`config.mk`:
```
export PLATFORM = sky130hd
export DESIGN_NAME = csr_file_m
export DESIGN_NICKNAME = d
export VERILOG_FILES = /design/src/rtl/csr_pkg.sv /design/src/rtl/csr_counter64.sv /design/src/rtl/csr_file_m.sv
export SDC_FILE = /design/constraint.sdc
export NUM_CORES = 1
export LEC_CHECK = 0
export BUFFER_PORTS_ARGS = -buffer_cell sky130_fd_sc_hd__buf_2
export CAP_MARGIN = 20
export CORE_UTILIZATION = 40
export CTS_CLUSTER_DIAMETER = 30
export DETAILED_ROUTE_END_ITERATION = 8
export SLEW_MARGIN = 30
export SYNTH_ARGS = -nofsm -noshare
export SYNTH_HDL_FRONTEND = slang
export SYNTH_SLANG_ARGS = --single-unit
export TNS_END_PERCENT = 10
```
`constraint.sdc`:
```
create_clock -name clk -period 6.3 [get_ports clk]
set_input_delay 1.26 -clock clk [delete_from_list [all_inputs] [get_ports clk]]
set_output_delay 1.26 -clock clk [all_outputs]
set_load 0.1 [all_outputs]
```
`src/rtl/csr_pkg.sv`:
```
// csr_pkg: shared CSR addresses, bit positions, cause codes and trap-target helper
package csr_pkg;
  localparam int A_MSTATUS   = 'h300;
  localparam int A_MISA      = 'h301;
  localparam int A_MIE       = 'h304;
  localparam int A_MTVEC     = 'h305;
  localparam int A_MSCRATCH  = 'h340;
  localparam int A_MEPC      = 'h341;
  localparam int A_MCAUSE    = 'h342;
  localparam int A_MIP       = 'h344;
  localparam int A_MHARTID   = 'hF14;
  localparam int A_MCYCLE    = 'hB00;
  localparam int A_MINSTRET  = 'hB02;
  localparam int A_MCYCLEH   = 'hB80;
  localparam int A_MINSTRETH = 'hB82;
  localparam int MS_MIE    = 3;
  localparam int MS_MPIE   = 7;
  localparam int MS_MPP_LO = 11;
  localparam int MIP_MEIP  = 11;
  localparam int MIP_MTIP  = 7;
  localparam logic [3:0] CAUSE_ECALL = 4'd11;
  localparam logic [3:0] CAUSE_MTI   = 4'd7;
  localparam logic [3:0] CAUSE_MEI   = 4'd11;
  // Vectored mode (mtvec[1:0]==1) offsets interrupt traps by 4*code; everything else targets the base.
  function automatic logic [63:0] trap_target(input logic [63:0] mtvec, input logic is_irq, input logic [3:0] code);
    logic [63:0] base;
    base = {mtvec[63:2], 2'b00};
    return (is_irq && mtvec[1:0] == 2'b01) ? base + {58'd0, code, 2'b00} : base;
  endfunction
endpackage

```
`src/rtl/csr_counter64.sv`:
```
// csr_counter64: 64-bit wrapping counter with increment enable and per-half write ports
// clk/rst: clock, sync active-high reset; i_inc: increment; i_we_lo/i_we_hi + i_wlo/i_whi: half writes
// (a write to either half suppresses the increment that cycle); o_cnt: counter value
module csr_counter64 (
  input  logic        clk,
  input  logic        rst,
  input  logic        i_inc,
  input  logic        i_we_lo,
  input  logic        i_we_hi,
  input  logic [31:0] i_wlo,
  input  logic [31:0] i_whi,
  output logic [63:0] o_cnt
);
  logic [63:0] r_cnt;
  always_ff @(posedge clk)
    if (rst) r_cnt <= '0;
    else if (i_we_lo || i_we_hi) r_cnt <= {i_we_hi ? i_whi : r_cnt[63:32], i_we_lo ? i_wlo : r_cnt[31:0]};
    else if (i_inc) r_cnt <= r_cnt + 64'd1;
  assign o_cnt = r_cnt;
endmodule

```
`src/rtl/csr_file_m.sv`:
```
// csr_file_m: machine-mode CSR file with trap entry/exit, interrupt pending and optional counters
// Commit side (WBU): valid_wbu qualifies wen/waddr/wdata, is_ecall_wbu, is_mret_wbu, is_irq_wbu, pc.
// Read side (IDU): raddr -> rdata (with same-cycle write bypass); is_ecall_idu/is_mret_idu -> redirect_pc.
// ext_irq/timer_irq feed mip; irq_pending flags an enabled pending interrupt.
// Define CSR_COUNTERS_EN to add mcycle/minstret 64-bit counters.
module csr_file_m import csr_pkg::*; #(
  parameter int          XLEN        = 32,
  parameter int          ADDR_WIDTH  = 12,
  parameter logic [31:0] MSTATUS_RST = 32'h1800
) (
  input  logic                  clk,
  input  logic                  rst,
  input  logic                  valid_wbu,
  input  logic                  wen,
  input  logic [ADDR_WIDTH-1:0] waddr,
  input  logic [XLEN-1:0]       wdata,
  input  logic                  is_ecall_wbu,
  input  logic                  is_mret_wbu,
  input  logic                  is_irq_wbu,
  input  logic [XLEN-1:0]       pc,
  input  logic                  ext_irq,
  input  logic                  timer_irq,
  input  logic [ADDR_WIDTH-1:0] raddr,
  input  logic                  is_ecall_idu,
  input  logic                  is_mret_idu,
  output logic [XLEN-1:0]       rdata,
  output logic [XLEN-1:0]       redirect_pc,
  output logic                  irq_pending
);
  localparam logic [XLEN-1:0] MPP  = XLEN'(2'b11) << MS_MPP_LO;
  localparam logic [XLEN-1:0] MISA = (XLEN'(XLEN == 32 ? 1 : 2) << (XLEN - 2)) | (XLEN'(1) << 8);
  localparam logic [XLEN-1:0] MIE_MASK = (XLEN'(1) << MIP_MEIP) | (XLEN'(1) << MIP_MTIP);
  logic [XLEN-1:0] r_mstatus, r_mie, r_mtvec, r_mscratch, r_mepc, r_mcause;
  logic [XLEN-1:0] w_mip, w_cur, w_wmask, w_wval, w_cause;
  logic            w_trap, w_mret, w_wr;
  logic [3:0]      w_code;
`ifdef CSR_COUNTERS_EN
  logic [63:0] w_mcycle, w_minstret;
  logic [31:0] w_whi;
  logic        w_cyc_lo, w_cyc_hi, w_ret_lo, w_ret_hi;
  // With XLEN=64 one write at the low address covers the whole counter.
  assign w_whi    = XLEN == 64 ? 32'(64'(wdata) >> 32) : wdata[31:0];
  assign w_cyc_lo = w_wr && waddr == ADDR_WIDTH'(A_MCYCLE);
  assign w_ret_lo = w_wr && waddr == ADDR_WIDTH'(A_MINSTRET);
  assign w_cyc_hi = w_wr && waddr == ADDR_WIDTH'(XLEN == 64 ? A_MCYCLE : A_MCYCLEH);
  assign w_ret_hi = w_wr && waddr == ADDR_WIDTH'(XLEN == 64 ? A_MINSTRET : A_MINSTRETH);
  csr_counter64 u_mcycle (
    .clk(clk), .rst(rst), .i_inc(1'b1), .i_we_lo(w_cyc_lo), .i_we_hi(w_cyc_hi),
    .i_wlo(wdata[31:0]), .i_whi(w_whi), .o_cnt(w_mcycle)
  );
  csr_counter64 u_minstret (
    .clk(clk), .rst(rst), .i_inc(valid_wbu && !is_irq_wbu), .i_we_lo(w_ret_lo), .i_we_hi(w_ret_hi),
    .i_wlo(wdata[31:0]), .i_whi(w_whi), .o_cnt(w_minstret)
  );
`endif
  function automatic logic [XLEN-1:0] f_read(input logic [ADDR_WIDTH-1:0] a);
    case (a)
      ADDR_WIDTH'(A_MSTATUS):   return r_mstatus | MPP;
      ADDR_WIDTH'(A_MISA):      return MISA;
      ADDR_WIDTH'(A_MIE):       return r_mie;
      ADDR_WIDTH'(A_MTVEC):     return r_mtvec;
      ADDR_WIDTH'(A_MSCRATCH):  return r_mscratch;
      ADDR_WIDTH'(A_MEPC):      return r_mepc;
      ADDR_WIDTH'(A_MCAUSE):    return r_mcause;
      ADDR_WIDTH'(A_MIP):       return w_mip;
`ifdef CSR_COUNTERS_EN
      ADDR_WIDTH'(A_MCYCLE):    return XLEN'(w_mcycle);
      ADDR_WIDTH'(A_MINSTRET):  return XLEN'(w_minstret);
      ADDR_WIDTH'(A_MCYCLEH):   return XLEN == 32 ? XLEN'(w_mcycle[63:32]) : '0;
      ADDR_WIDTH'(A_MINSTRETH): return XLEN == 32 ? XLEN'(w_minstret[63:32]) : '0;
`endif
      default:                  return '0;
    endcase
  endfunction
  // Writable-bit mask per address; zero means the write leaves the register untouched.
  function automatic logic [XLEN-1:0] f_mask(input logic [ADDR_WIDTH-1:0] a);
    case (a)
      ADDR_WIDTH'(A_MSTATUS):   return ~MPP;
      ADDR_WIDTH'(A_MIE):       return MIE_MASK;
      ADDR_WIDTH'(A_MTVEC),
      ADDR_WIDTH'(A_MSCRATCH),
      ADDR_WIDTH'(A_MCAUSE):    return '1;
      ADDR_WIDTH'(A_MEPC):      return ~XLEN'(3);
`ifdef CSR_COUNTERS_EN
      ADDR_WIDTH'(A_MCYCLE),
      ADDR_WIDTH'(A_MINSTRET):  return '1;
      ADDR_WIDTH'(A_MCYCLEH),
      ADDR_WIDTH'(A_MINSTRETH): return {XLEN{XLEN == 32}};
`endif
      default:                  return '0;
    endcase
  endfunction
  assign w_mip  = (XLEN'(ext_irq) << MIP_MEIP) | (XLEN'(timer_irq) << MIP_MTIP);
  assign w_trap = valid_wbu && (is_irq_wbu || is_ecall_wbu);
  assign w_mret = valid_wbu && !is_irq_wbu && !is_ecall_wbu && is_mret_wbu;
  assign w_wr   = valid_wbu && !is_irq_wbu && !is_ecall_wbu && !is_mret_wbu && wen;
  assign w_code = (ext_irq && r_mie[MIP_MEIP]) ? CAUSE_MEI : CAUSE_MTI;
  assign w_cause = is_irq_wbu ? ((XLEN'(1) << (XLEN - 1)) | XLEN'(w_code)) : XLEN'(CAUSE_ECALL);
  always_comb begin
    w_cur   = f_read(waddr);
    w_wmask = f_mask(waddr);
    w_wval  = (wdata & w_wmask) | (w_cur & ~w_wmask);
    rdata   = (valid_wbu && wen && waddr == raddr) ? w_wval : f_read(raddr);
  end
  assign irq_pending = !rst && r_mstatus[MS_MIE] && |(r_mie & w_mip);
  assign redirect_pc = is_ecall_idu ? XLEN'(trap_target(64'(r_mtvec), 1'b0, 4'd0)) :
                       is_mret_idu  ? r_mepc : '0;
  always_ff @(posedge clk) begin
    if (rst) begin
      r_mstatus  <= XLEN'(MSTATUS_RST);
      r_mie      <= '0;
      r_mtvec    <= '0;
      r_mscratch <= '0;
      r_mepc     <= '0;
      r_mcause   <= '0;
    end else if (w_trap) begin
      r_mepc               <= pc & ~XLEN'(3);
      r_mcause             <= w_cause;
      r_mstatus[MS_MPIE]   <= r_mstatus[MS_MIE];
      r_mstatus[MS_MIE]    <= 1'b0;
    end else if (w_mret) begin
      r_mstatus[MS_MIE]    <= r_mstatus[MS_MPIE];
      r_mstatus[MS_MPIE]   <= 1'b1;
    end else if (w_wr) begin
      if (waddr == ADDR_WIDTH'(A_MSTATUS))  r_mstatus  <= w_wval;
      if (waddr == ADDR_WIDTH'(A_MIE))      r_mie      <= w_wval;
      if (waddr == ADDR_WIDTH'(A_MTVEC))    r_mtvec    <= w_wval;
      if (waddr == ADDR_WIDTH'(A_MSCRATCH)) r_mscratch <= w_wval;
      if (waddr == ADDR_WIDTH'(A_MEPC))     r_mepc     <= w_wval;
      if (waddr == ADDR_WIDTH'(A_MCAUSE))   r_mcause   <= w_wval;
    end
  end
endmodule

```
==> impl_metrics.json <==
{
  "tritoncts": "yes",
  "synth_flop_cell": "dfxtp_1",
  "post_cts_buffers": 0,
  "ir_worst_vdd_mv": 0.125,
  "grt_pass1_vias": 8452,
  "finalWirelength_mm": 33.7,
  "drc": 0,
  "synth_common_cells": "dfxtp_1 (190), nor2_1 (120), nand2_1 (90)",
  "yosysUniqueCellTypes": 71,
  "antenna_left": 0,
  "holdPathStages": 1,
  "fp-row-count": 56,
  "required_ns": 5.04,
  "hold_buffers": 0,
  "dp_slack_ns": 0.983,
  "cap_violations": 0,
  "setup_violations": 0,
  "nNetsFinal": 1302,
  "async_flop_share": 0,
  "finalCriticalPeriod_ns": 5.42,
  "path_clk_slew_ns": 0.07,
  "vias_per_cell": 5.90,
  "synth-compound-area-share": 0.303,
  "crit_path_start_kind": "input port",
  "synthAdderAreaFrac": 0,
  "synthMuxAreaShare": 0.0585,
  "ctsResizeCount": 0,
  "yosys.area.top_type_share": 0.392,
  "arrival_ns": 4.16,
  "synth_xor_xnor_area_share": 0.0108,
  "worst_slack_ns": 0.878,
  "die_w_microns": 158,
  "place_inst": 1503,
  "min_period_over_period": 0.861,
  "synth_simple_gate_area_share": 0.180,
  "grt_max_degree": 75,
  "worstMarginPinSlew_ns": 0.951,
  "clk_latency_ns": 0.43,
  "synth_area_per_cell_sq_um": 8.93,
  "htreeDepth": 4,
  "numClockSinks": 190,
  "powerDensity_nw_per_um2": 223,
  "synth.most_common_cell": "dfxtp_1",
  "cts_buffers": 17,
  "cp_cell_sequence": "buf_2 -> or3_1 -> nor4b_4 -> buf_4 -> nand2_1 -> nor3b_1 -> a211oi_1 -> o22ai_1 -> buf_2",
  "critical_path_class": "input port to output pin",
  "rsz0062_at_grt": "false",
  "firstDrtPassIters": 8,
  "hpwl_mm": 22.4,
  "crit_fanout": 8,
  "place_area_sq_um": 10700,
  "critPathCaptureType": "output pin",
  "synth_cells": 1087,
  "p_leak_nw": 3.92,
  "synth.largest_area_cell": "dfxtp_1",
  "die-area_sq_um": 24900,
  "hold_path_class": "flip-flop to flip-flop",
  "drive_gt1_frac": 0.253,
  "fillCellCount": 2344,
  "ys_ff_latch": 190,
  "synth_top_family_by_area": "compound AO/OA/AOI/OAI gates",
  "overflow": 0,
  "antenna_found_initial": 0,
  "cts-root-buf": "clkbuf_16",
  "status": "completed",
  "wire_per_inst_microns": 22.0,
  "start_util": 0.411,
  "finalClockSkew_ns": 0.00619,
  "gr-usage-all-layers": 0.275,
  "synthToLayoutAreaGrowth_pct": 16.3,
  "seq_area_frac_synth": 0.392,
  "crit_path_frequent_cell": "buf_2",
  "grt_pass1_wl_mm": 50.9,
  "num_vias": 9063,
  "slowest_stage": "nor4b_4",
  "clockBufferDepth": 2,
  "hold_viol": 0,
  "gp_congestion": 0.824,
  "yosys_warnings": 0,
  "synth_area_leaders": "dfxtp_1 (39%), a211oi_1 (5.6%), mux2i_1 (5.2%)",
  "n_antenna_cell": 0,
  "max_freq_mhz": 184,
  "die_h_microns": 158,
  "r2r_cells": 5,
  "layout.cells.non_filler": 1535,
  "syn_area_sq_um": 9710,
  "final_area_sq_um": 11300,
  "slew_headroom": 0.366,
  "drt_iter0_drc": 757,
  "max_stage_delay_ns": 0.54,
  "coreArea_sq_um": 23600,
  "synth-edff-count": 0,
  "io_buffers": 161,
  "io_pins": 164,
  "syn_nets": 1186,
  "tns_ns": 0,
  "slew_violations": 0
}
final cells by class:
cell class | count | area (sq um) | share of cell area
sequential | 190 | 3800 | 0.337
clock inverter | 7 | 75.1 | 0.00665
inverter | 4 | 15.0 | 0.00133
tap | 319 | 399 | 0.0354
clock buffer | 25 | 505 | 0.0448
timing repair buffer | 198 | 1110 | 0.0980
multi-input combinational | 792 | 5390 | 0.477
stage by stage:
| step | utilization | hold slack, ns | power [mW] |
|---|---|---|---|
| 5_1_grt | 0.478 | 0.473 | 2.60 |
| 6_report | 0.478 | 0.465 | 2.52 |
| 3_5_place_dp | 0.454 | 0.441 | 1.47 |
| 3_3_place_gp | 0.452 | 0.440 | 1.47 |
| 2_1_floorplan | - | 0.427 | 1.38 |
| 4_1_cts | 0.478 | 0.465 | 2.53 |
logic make-up after synthesis:
| kind of cell | Yosys count |
|---|---|
| AO/OA/AOI/OAI | 381 |
| AND/OR/NAND/NOR | 343 |
| flip-flops | 190 |
| buffers and inverters | 105 |
| multiplexers | 56 |
| XOR/XNOR | 12 |
registers in the layout, indices dropped and copies added, names as in the netlist:
| name | cells |
|---|---|
| r_mie | 32 |
| r_mstatus | 30 |
| r_mtvec | 32 |
| r_mscratch | 32 |
| r_mepc | 32 |
| r_mcause | 32 |
critical path, delay by kind of cell:
family,cells,cell delay [ns]
AO/OA/AOI/OAI,2,0.36
buffers and inverters,3,0.87
AND/OR/NAND/NOR,4,1.67
placed cells by master, fill, tap and decap left out, types with 3 or more instances in the layout:
master and n:
a211oi_1 73, a211oi_2 32, a21boi_0 5, a21oi_1 18
a221oi_1 13, a222oi_1 9, a22oi_1 39, a22oi_2 18
a31oi_1 3, a32oi_1 4, and2_1 5, and3_1 3
buf_2 160, buf_4 37, clkbuf_1 3, clkbuf_16 17
clkbuf_8 5, clkinvlp_4 3, dfxtp_1 190, inv_1 4
mux2_2 6, mux2i_1 50, nand2_1 90, nand2b_1 11
nand3_1 13, nand3b_1 6, nor2_1 119, nor2b_1 39
nor3_1 15, nor3b_1 3, nor4_1 5, o211ai_1 5
o21ai_0 70, o21ai_1 9, o22ai_1 30, o2bb2ai_1 35
xor2_1 12
per-layer routing:
layer  track usage  routed length [microns]
met5             0                        0
met1         0.383                    15300
met3        0.0419                     2440
met4        0.0948                      821
met2         0.429                    15200
report_power, final:
part           leakage (nW)  switching, mW  internal, mW
clock                 0.277          0.473         0.601
sequential             1.54         0.0122          1.21
combinational          2.11          0.152        0.0650
path summary, 6_finish.rpt:
kind         slack, ns        endpoint    startpoint
min reg2reg       0.46    r_mcause[19]  r_mcause[19]
min               0.46    r_mcause[19]  r_mcause[19]
max reg2reg       4.83  r_mscratch[30]   r_mtvec[30]
max               0.88       rdata[26]      raddr[5]
No activity file was read; power rests on OpenSTA's default activity.
